--- src/rtl/date_to_doy.sv ---
// Calendar date (binary month, BCD day-of-month, leap flag) to day-of-year,
// produced in binary and 3-digit BCD through a start/busy/done handshake.
module date_to_doy #(
  parameter int unsigned YEAR_BASE = 1
) (
  input  logic        clk,
  input  logic        rst,
  input  logic        start,
  input  logic [3:0]  month,
  input  logic [7:0]  dom,
  input  logic        leap,
  output logic        busy,
  output logic        done,
  output logic        err,
  output logic [8:0]  doy_bin,
  output logic [11:0] doy_bcd
);

  typedef enum logic [2:0] {IDLE, CHECK, ACCUM, BCD, DONE} state_t;

  state_t      state, state_next;
  logic [3:0]  month_q;
  logic [7:0]  dom_q;
  logic        leap_q;
  logic [3:0]  m_q;
  logic [8:0]  acc_q;
  logic [11:0] bcd_q;
  logic [3:0]  cnt_q;

  logic [7:0]  d;
  logic        invalid;
  logic [8:0]  acc_rot;
  logic [11:0] bcd_adj;
  logic [11:0] bcd_shift;

  function automatic logic [4:0] month_len(input logic [3:0] m, input logic lp);
    case (m)
      4'd1, 4'd3, 4'd5, 4'd7, 4'd8, 4'd10, 4'd12: return 5'd31;
      4'd4, 4'd6, 4'd9, 4'd11:                    return 5'd30;
      4'd2:                                       return lp ? 5'd29 : 5'd28;
      default:                                    return 5'd0;
    endcase
  endfunction

  function automatic logic [3:0] dabble(input logic [3:0] x);
    return (x >= 4'd5) ? x + 4'd3 : x;
  endfunction

  assign d = {4'd0, dom_q[7:4]} * 8'd10 + {4'd0, dom_q[3:0]};

  assign invalid = (month_q == 4'd0) || (month_q > 4'd12) ||
                   (dom_q[3:0] > 4'd9) || (dom_q[7:4] > 4'd3) ||
                   (d == 8'd0) || (d > {3'd0, month_len(month_q, leap_q)});

  // acc is rotated rather than shifted during BCD: nine rotations restore the
  // original value, so the binary result is still available at the last step.
  assign acc_rot   = {acc_q[7:0], acc_q[8]};
  assign bcd_adj   = {dabble(bcd_q[11:8]), dabble(bcd_q[7:4]), dabble(bcd_q[3:0])};
  assign bcd_shift = {bcd_adj[10:0], acc_q[8]};

  always_ff @(posedge clk or negedge rst) begin
    if (!rst) state <= IDLE;
    else      state <= state_next;
  end

  always_comb begin
    // NOTE: every output of this block gets a default first, so no path can
    // leave a value unassigned and infer a latch.
    state_next = state;
    busy       = (state != IDLE);
    done       = (state == DONE);
    case (state)
      IDLE:    if (start) state_next = CHECK;
      CHECK:   if (invalid)              state_next = DONE;
               else if (month_q > 4'd1)  state_next = ACCUM;
               else                      state_next = BCD;
      ACCUM:   if (m_q == month_q - 4'd1) state_next = BCD;
      BCD:     if (cnt_q == 4'd8) state_next = DONE;
      DONE:    state_next = IDLE;
      default: state_next = IDLE;
    endcase
  end

  // NOTE: sequential state uses non-blocking assignments so every register
  // samples the pre-edge values of the others, independent of statement order.
  always_ff @(posedge clk or negedge rst) begin
    if (!rst) begin
      month_q <= '0;
      dom_q   <= '0;
      leap_q  <= 1'b0;
      m_q     <= '0;
      acc_q   <= '0;
      bcd_q   <= '0;
      cnt_q   <= '0;
      err     <= 1'b0;
      doy_bin <= '0;
      doy_bcd <= '0;
    end else begin
      case (state)
        IDLE: if (start) begin
          month_q <= month;
          dom_q   <= dom;
          leap_q  <= leap;
        end
        CHECK: begin
          acc_q <= 9'(d) - 9'd1 + 9'(YEAR_BASE);
          m_q   <= 4'd1;
          bcd_q <= '0;
          cnt_q <= '0;
          if (invalid) err <= 1'b1;
        end
        ACCUM: begin
          acc_q <= acc_q + {4'd0, month_len(m_q, leap_q)};
          m_q   <= m_q + 4'd1;
        end
        BCD: begin
          bcd_q <= bcd_shift;
          acc_q <= acc_rot;
          cnt_q <= cnt_q + 4'd1;
          if (cnt_q == 4'd8) begin
            doy_bin <= acc_rot;
            doy_bcd <= bcd_shift;
            err     <= 1'b0;
          end
        end
        default: ;
      endcase
    end
  end

endmodule

--- config.mk ---
export PLATFORM = sky130hd
export DESIGN_NAME = date_to_doy
export DESIGN_NICKNAME = d
export VERILOG_FILES = /design/src/rtl/date_to_doy.sv
export SDC_FILE = /design/constraint.sdc
export NUM_CORES = 1
export LEC_CHECK = 0
export CAP_MARGIN = 20
export CELL_PAD_IN_SITES_DETAIL_PLACEMENT = 1
export CELL_PAD_IN_SITES_GLOBAL_PLACEMENT = 1
export CORE_MARGIN = 4
export CORE_UTILIZATION = 44
export CTS_CLUSTER_DIAMETER = 80
export DETAILED_ROUTE_END_ITERATION = 10
export PLACE_DENSITY_LB_ADDON = 0.12
export SLEW_MARGIN = 25
export SYNTH_ARGS = -nofsm -noshare
export SYNTH_HDL_FRONTEND = slang
export SYNTH_SLANG_ARGS = --single-unit
--- constraint.sdc ---
create_clock -name clk -period 4 [get_ports clk]
set_input_delay 0.8 -clock clk [delete_from_list [all_inputs] [get_ports clk]]
set_output_delay 0.8 -clock clk [all_outputs]
set_load 0.02 [all_outputs]
* Word level (Yosys, flattened, before mapping)
Index checks and enable logic that the tools add are counted.
** Operators by class
- Muxes and demuxes :: 20
- Equality and inequality tests :: 34
- Multiply operators :: 1
- Magnitude comparators :: 8
- Add/subtract/negate cells :: 10
- Reduce and logical (&&, ||, !) cells :: 20
** Operators by type and width (count)
- $eq 4x4->1 const B :: 11
- $eq 4x3->1 const B :: 8
- $pmux 5 s3 :: 2
- $pmux 9 s3 :: 1
- $pmux 12 s2 :: 1
- $eq 4x2->1 const B :: 4
- $pmux 4 s2 :: 2
- $mux 3 :: 5
- $reduce_or 7->1 :: 2
- $ge 4x3->1 const B :: 3
- $pmux 3 s4 :: 1
- $add 9x1->9 const B :: 1
- $add 9x5->9 :: 1
- $sub 8x1->9 const B :: 1
- $add 4x1->4 const B :: 2
- $add 4x2->4 const B :: 2
- $add 8x4->8 :: 1
- $eq 4x1->1 const B :: 2
- $gt 4x4->1 const B :: 2
- $gt 8x5->1 :: 1
- $logic_not 8->1 :: 1
- $mux 4 :: 2
- $ne 2x2->1 const B :: 4
- $reduce_or 4->1 :: 2
- 19 further kinds :: 31
** Word-level totals
- Word-level logic and storage cells :: 104
- Bits of input ports :: 16
- Output and inout bits :: 24
- Register bits :: 67

* Logic depth before layout (Yosys ltp)
- Word-level depth :: 8
- Gate-level depth with buffers :: 12
- Mapped depth without buffers :: 12

* Worst setup path after synthesis
No wires, ideal clock.
- Kind :: flip-flop to flip-flop
- Start :: register month_q[0]
- End :: register state[0]
- Period minus slack after synthesis :: 2843 ps
- Path buffers :: 0
- Path slack :: 1157 ps
- Stages on the path, launching flop included :: 11
- Data required time :: 3897 ps
- Library setup time :: 103 ps
- Data arrival time :: 2740 ps
- Cells stage by stage :: dfrtp_1 -> inv_1 -> ha_1 -> or4_1 -> nand3_1 -> ha_1 -> a21o_1 -> maj3_1 -> a221oi_2 -> o21ai_1 -> o41ai_2
** On the way
- Word-level cells in the longest chain between the ends :: 8
- Elaborated cells between the ends (all ways) :: 31
- Classes of those cells :: add/sub: 1; order compare: 3; eq/ne: 14; mux: 4; reduce/logical: 9
** RTL lines
- from (decl) :: RTL line 22 : logic [3:0] month_q;
- from (signal assigned) :: RTL line 101 : month_q <= month;
- branches (longest 8 deep; another with $gt 8x5->1)
- to (signal assigned) :: RTL line 63 : else state <= state_next;
- to (decl) :: RTL line 21 : state_t state, state_next;
Several ways; the timed one is not identified.
A chain may end at the register's enable or synchronous reset.

* Worst setup path in the final report
Same ends and word-level chain as after synthesis.

==> impl_metrics.py <==
metrics = {
    "power": {
        "power.total_mw": 4.11,
        "leakagePower_nw": 2.02,
        "netSwitchingPower_mw": 1.90,
        "max-vdd-ir-drop_mv": 0.523,
        "sw_frac_of_total_pct": 46.3,
        "powerDensity_mw_per_mm2": 860,
        "cell_internal_pwr_mw": 2.20,
        "pwr-share-seq_pct": 26.1,
        "comb_power_share_pct": 58.1,
        "p_clk_share_pct": 15.9,
    },
    "worst_hold_path": {
        "hold_path_class": "reg2reg",
    },
    "timing": {
        "fin_tns_setup_ns": 0,
        "setup_violations": 0,
        "worstMarginPinSlew_ns": 0.973,
        "fmaxAchievable_ghz": 0.324,
        "finalMaxSlewViolations": 0,
        "layout_min_cycle_time_ns": 3.08,
        "relSlewSlack_pct": 35.1,
        "min_period_over_period_pct": 77.1,
        "grt_setup_unrepaired": "no",
        "fin_skew_ns": 0.0115,
        "finalHoldViolations": 0,
    },
    "floorplan": {
        "die_h_um": 104,
        "rows": 34,
        "dieArea_mm2": 0.0109,
        "start_util_pct": 46.0,
        "core-area_mm2": 0.00889,
        "ioPinCount": 40,
        "die_x_um": 104,
    },
    "cells_and_area": {
        "diodes": 0,
        "area_growth_pct": 16.8,
        "final_nets": 530,
        "ff_latch_area_mm2": 0.00165,
        "final_common_cell": "dfrtp_1",
        "multi_input_area_mm2": 0.00226,
        "drive_gt1_share_pct": 8.45,
        "n_fill_cell": 1046,
        "final_cells": 593,
        "final_util_pct": 53.7,
        "layout_common_cells": "dfrtp_1, nand2_1, clkdlybuf4s50_1",
    },
    "yosys": {
        "ys.flop_type": "dfrtp_1",
        "synth_top_area_share_pct": 40.4,
        "synth_edf_count": 0,
        "yosys.area.top_type": "dfrtp_1",
        "synth_seq_cells": 66,
        "synth_area_mm2": 0.00409,
        "syn_area_per_cell_um2": 9.12,
        "synth_area_leaders": "dfrtp_1, ha_1, nand2_1",
        "yosys_warnings": 0,
        "ys_async_sr_fraction_pct": 100,
        "ys_seq_area_share_pct": 40.4,
        "syn_inst": 449,
        "synth.distinct_cells": 57,
        "synth_nets": 499,
    },
    "critical_path": {
        "critical-path-max-stage-delay_ns": 0.59,
        "crit_family": "adder cells",
        "critical_path_required_ns": 4.25,
        "cp_data_arrival_time_ns": 3.33,
        "criticalPathCategory": "reg2reg",
        "cp_num_buf_inv": 1,
        "cp-start-kind": "flop",
        "cp_cell_sequence": "inv_1, ha_1, or4_1, nand3_1, ha_1, a21o_1, maj3_1, a221oi_2, o21ai_1, o41ai_2",
        "crit_top_cell": "ha_1",
        "crit_path_end_kind": "flop",
        "slowest_stage": "or4_1",
        "worstPathMaxFanout": 6,
    },
    "drt": {
        "drc_errors": 0,
        "drt_first_pass_iters": 4,
        "viasPerCell": 5.75,
        "drt-total-wl_mm": 10.3,
        "vias": 3408,
        "ant_nets": 0,
        "dr.first_iter.drc_count": 175,
        "avgRoutedWirePerCell_um": 17.4,
    },
    "clock_tree": {
        "cts.path.max_buffers": 2,
        "worst_skew_pair.late_latency_ns": 0.35,
        "cts_resized": 0,
        "cts_hold_buf": 0,
        "cts_setup_buffers": 0,
        "htreeDepth": 3,
        "clkSinkCount": 66,
        "root_buffer": "clkbuf_8",
        "cts.reportedPaths.clkPinSlew_ns": 0.08,
        "cts_made_buffers": 9,
        "cts_tree": "built",
    },
    "placed_design": {
        "gp_congestion": 0.800,
        "port_buffers": 39,
        "dpl.hpwl_mm": 7.46,
        "dp_cells": 577,
    },
    "global_routing": {
        "grt_use_total_pct": 19.9,
        "grt_overflow": 0,
        "grt_pass1_wl_mm": 17.7,
        "grt_max_degree": 36,
        "grt_pass1_vias": 3578,
        "antenna_found_initial": 0,
    },
    "outcome": {
        "status": "completed",
    },
    "run": {
        "drv_cap": 0,
    },
}
power by group through the flow:
stage / sequential (mW) / combinational, mW / clock, mW
after global placement: 1.07 / 2.26 / 0
after global routing: 1.10 / 2.66 / 0.708
after detailed placement: 1.08 / 2.36 / 0
after CTS: 1.07 / 2.38 / 0.670
final: 1.07 / 2.39 / 0.652
after floorplan: 0.972 / 1.88 / 0
routing by layer:
metal  share of wire (%)  GRT usage, %
met1                  48          27.1
met2                  47          32.6
met3                 3.4          3.17
met4                 1.2          6.08
met5                   0             0
cell families after synthesis:
group / synth area share [%]
xor gates and xnor gates: 3.42
buffers and inverters: 4.40
and+or+nand+nor: 16.2
AOI/OAI and AO/OA: 20.4
muxes: 4.04
DFF: 40.4
adders and majority gates: 11.2
state kept, by name, summed over array words and instances, names as in the netlist:
register and cells:
acc_q 9, bcd_q 12, cnt_q 4, dom_q 8
doy_bcd 11, doy_bin 9, err 1, leap_q 1
m_q 4, month_q 4, state 3
worst register-to-register path, delay by kind of cell (launching register included):
family	cells	cell delay (ns)
AO/OA/AOI/OAI	4	0.87
adder cells (fa/ha/maj)	3	0.89
buffers and inverters	1	0.10
flip-flops	1	0.43
AND/OR/NAND/NOR	2	0.69
layout make-up:
class                      instances  share of cell area (%)
clock inverter                     7                    2.12
clock buffer                       9                    2.59
inverter                          24                    1.89
tap                              108                    2.83
multi-input combinational        336                    47.3
timing repair buffer              43                    8.69
sequential                        66                    34.6
cell usage after synthesis (5+ instances only):
master    number
o21ai_1       11
ha_1          31
a21oi_1       25
or3_1          5
nor2_1        21
nand3_1       13
o211ai_1       6
xnor2_1       14
a31oi_1        5
nor3_1         5
o21ai_0       29
a22oi_1        6
nand2_1       65
o22ai_1       15
clkbuf_1      20
dfrtp_1       66
mux2_2        12
nor2b_1        5
inv_1         24
final timing paths:
path	startpoint	depth (start not counted)	slack (ns)	endpoint
worst max-delay path	month_q[0]$_DFFE_PN0P_	10	0.92	state[0]$_DFFE_PN0P_
worst min-delay path	doy_bin[4]$_DFFE_PN0P_	2	0.48	doy_bin[4]$_DFFE_PN0P_
worst max register to register	month_q[0]$_DFFE_PN0P_	10	0.92	state[0]$_DFFE_PN0P_
worst min register to register	doy_bin[4]$_DFFE_PN0P_	2	0.48	doy_bin[4]$_DFFE_PN0P_
max in group asynchronous	rst	2	2.52	state[1]$_DFFE_PN0P_
min in group asynchronous	rst	1	0.52	doy_bcd[9]$_DFFE_PN0P_
metrics by stage:
step                hold slack, ns  setup WS [ns]  cell area, µm²
floorplan                    0.452           1.16            4090
global placement             0.457           1.04            4550
detailed placement           0.465          0.968            4550
CTS                          0.482          0.920            4780
global route                 0.513          0.691            4780
finish                       0.477          0.916            4780
(Power assumes the default switching activity.)
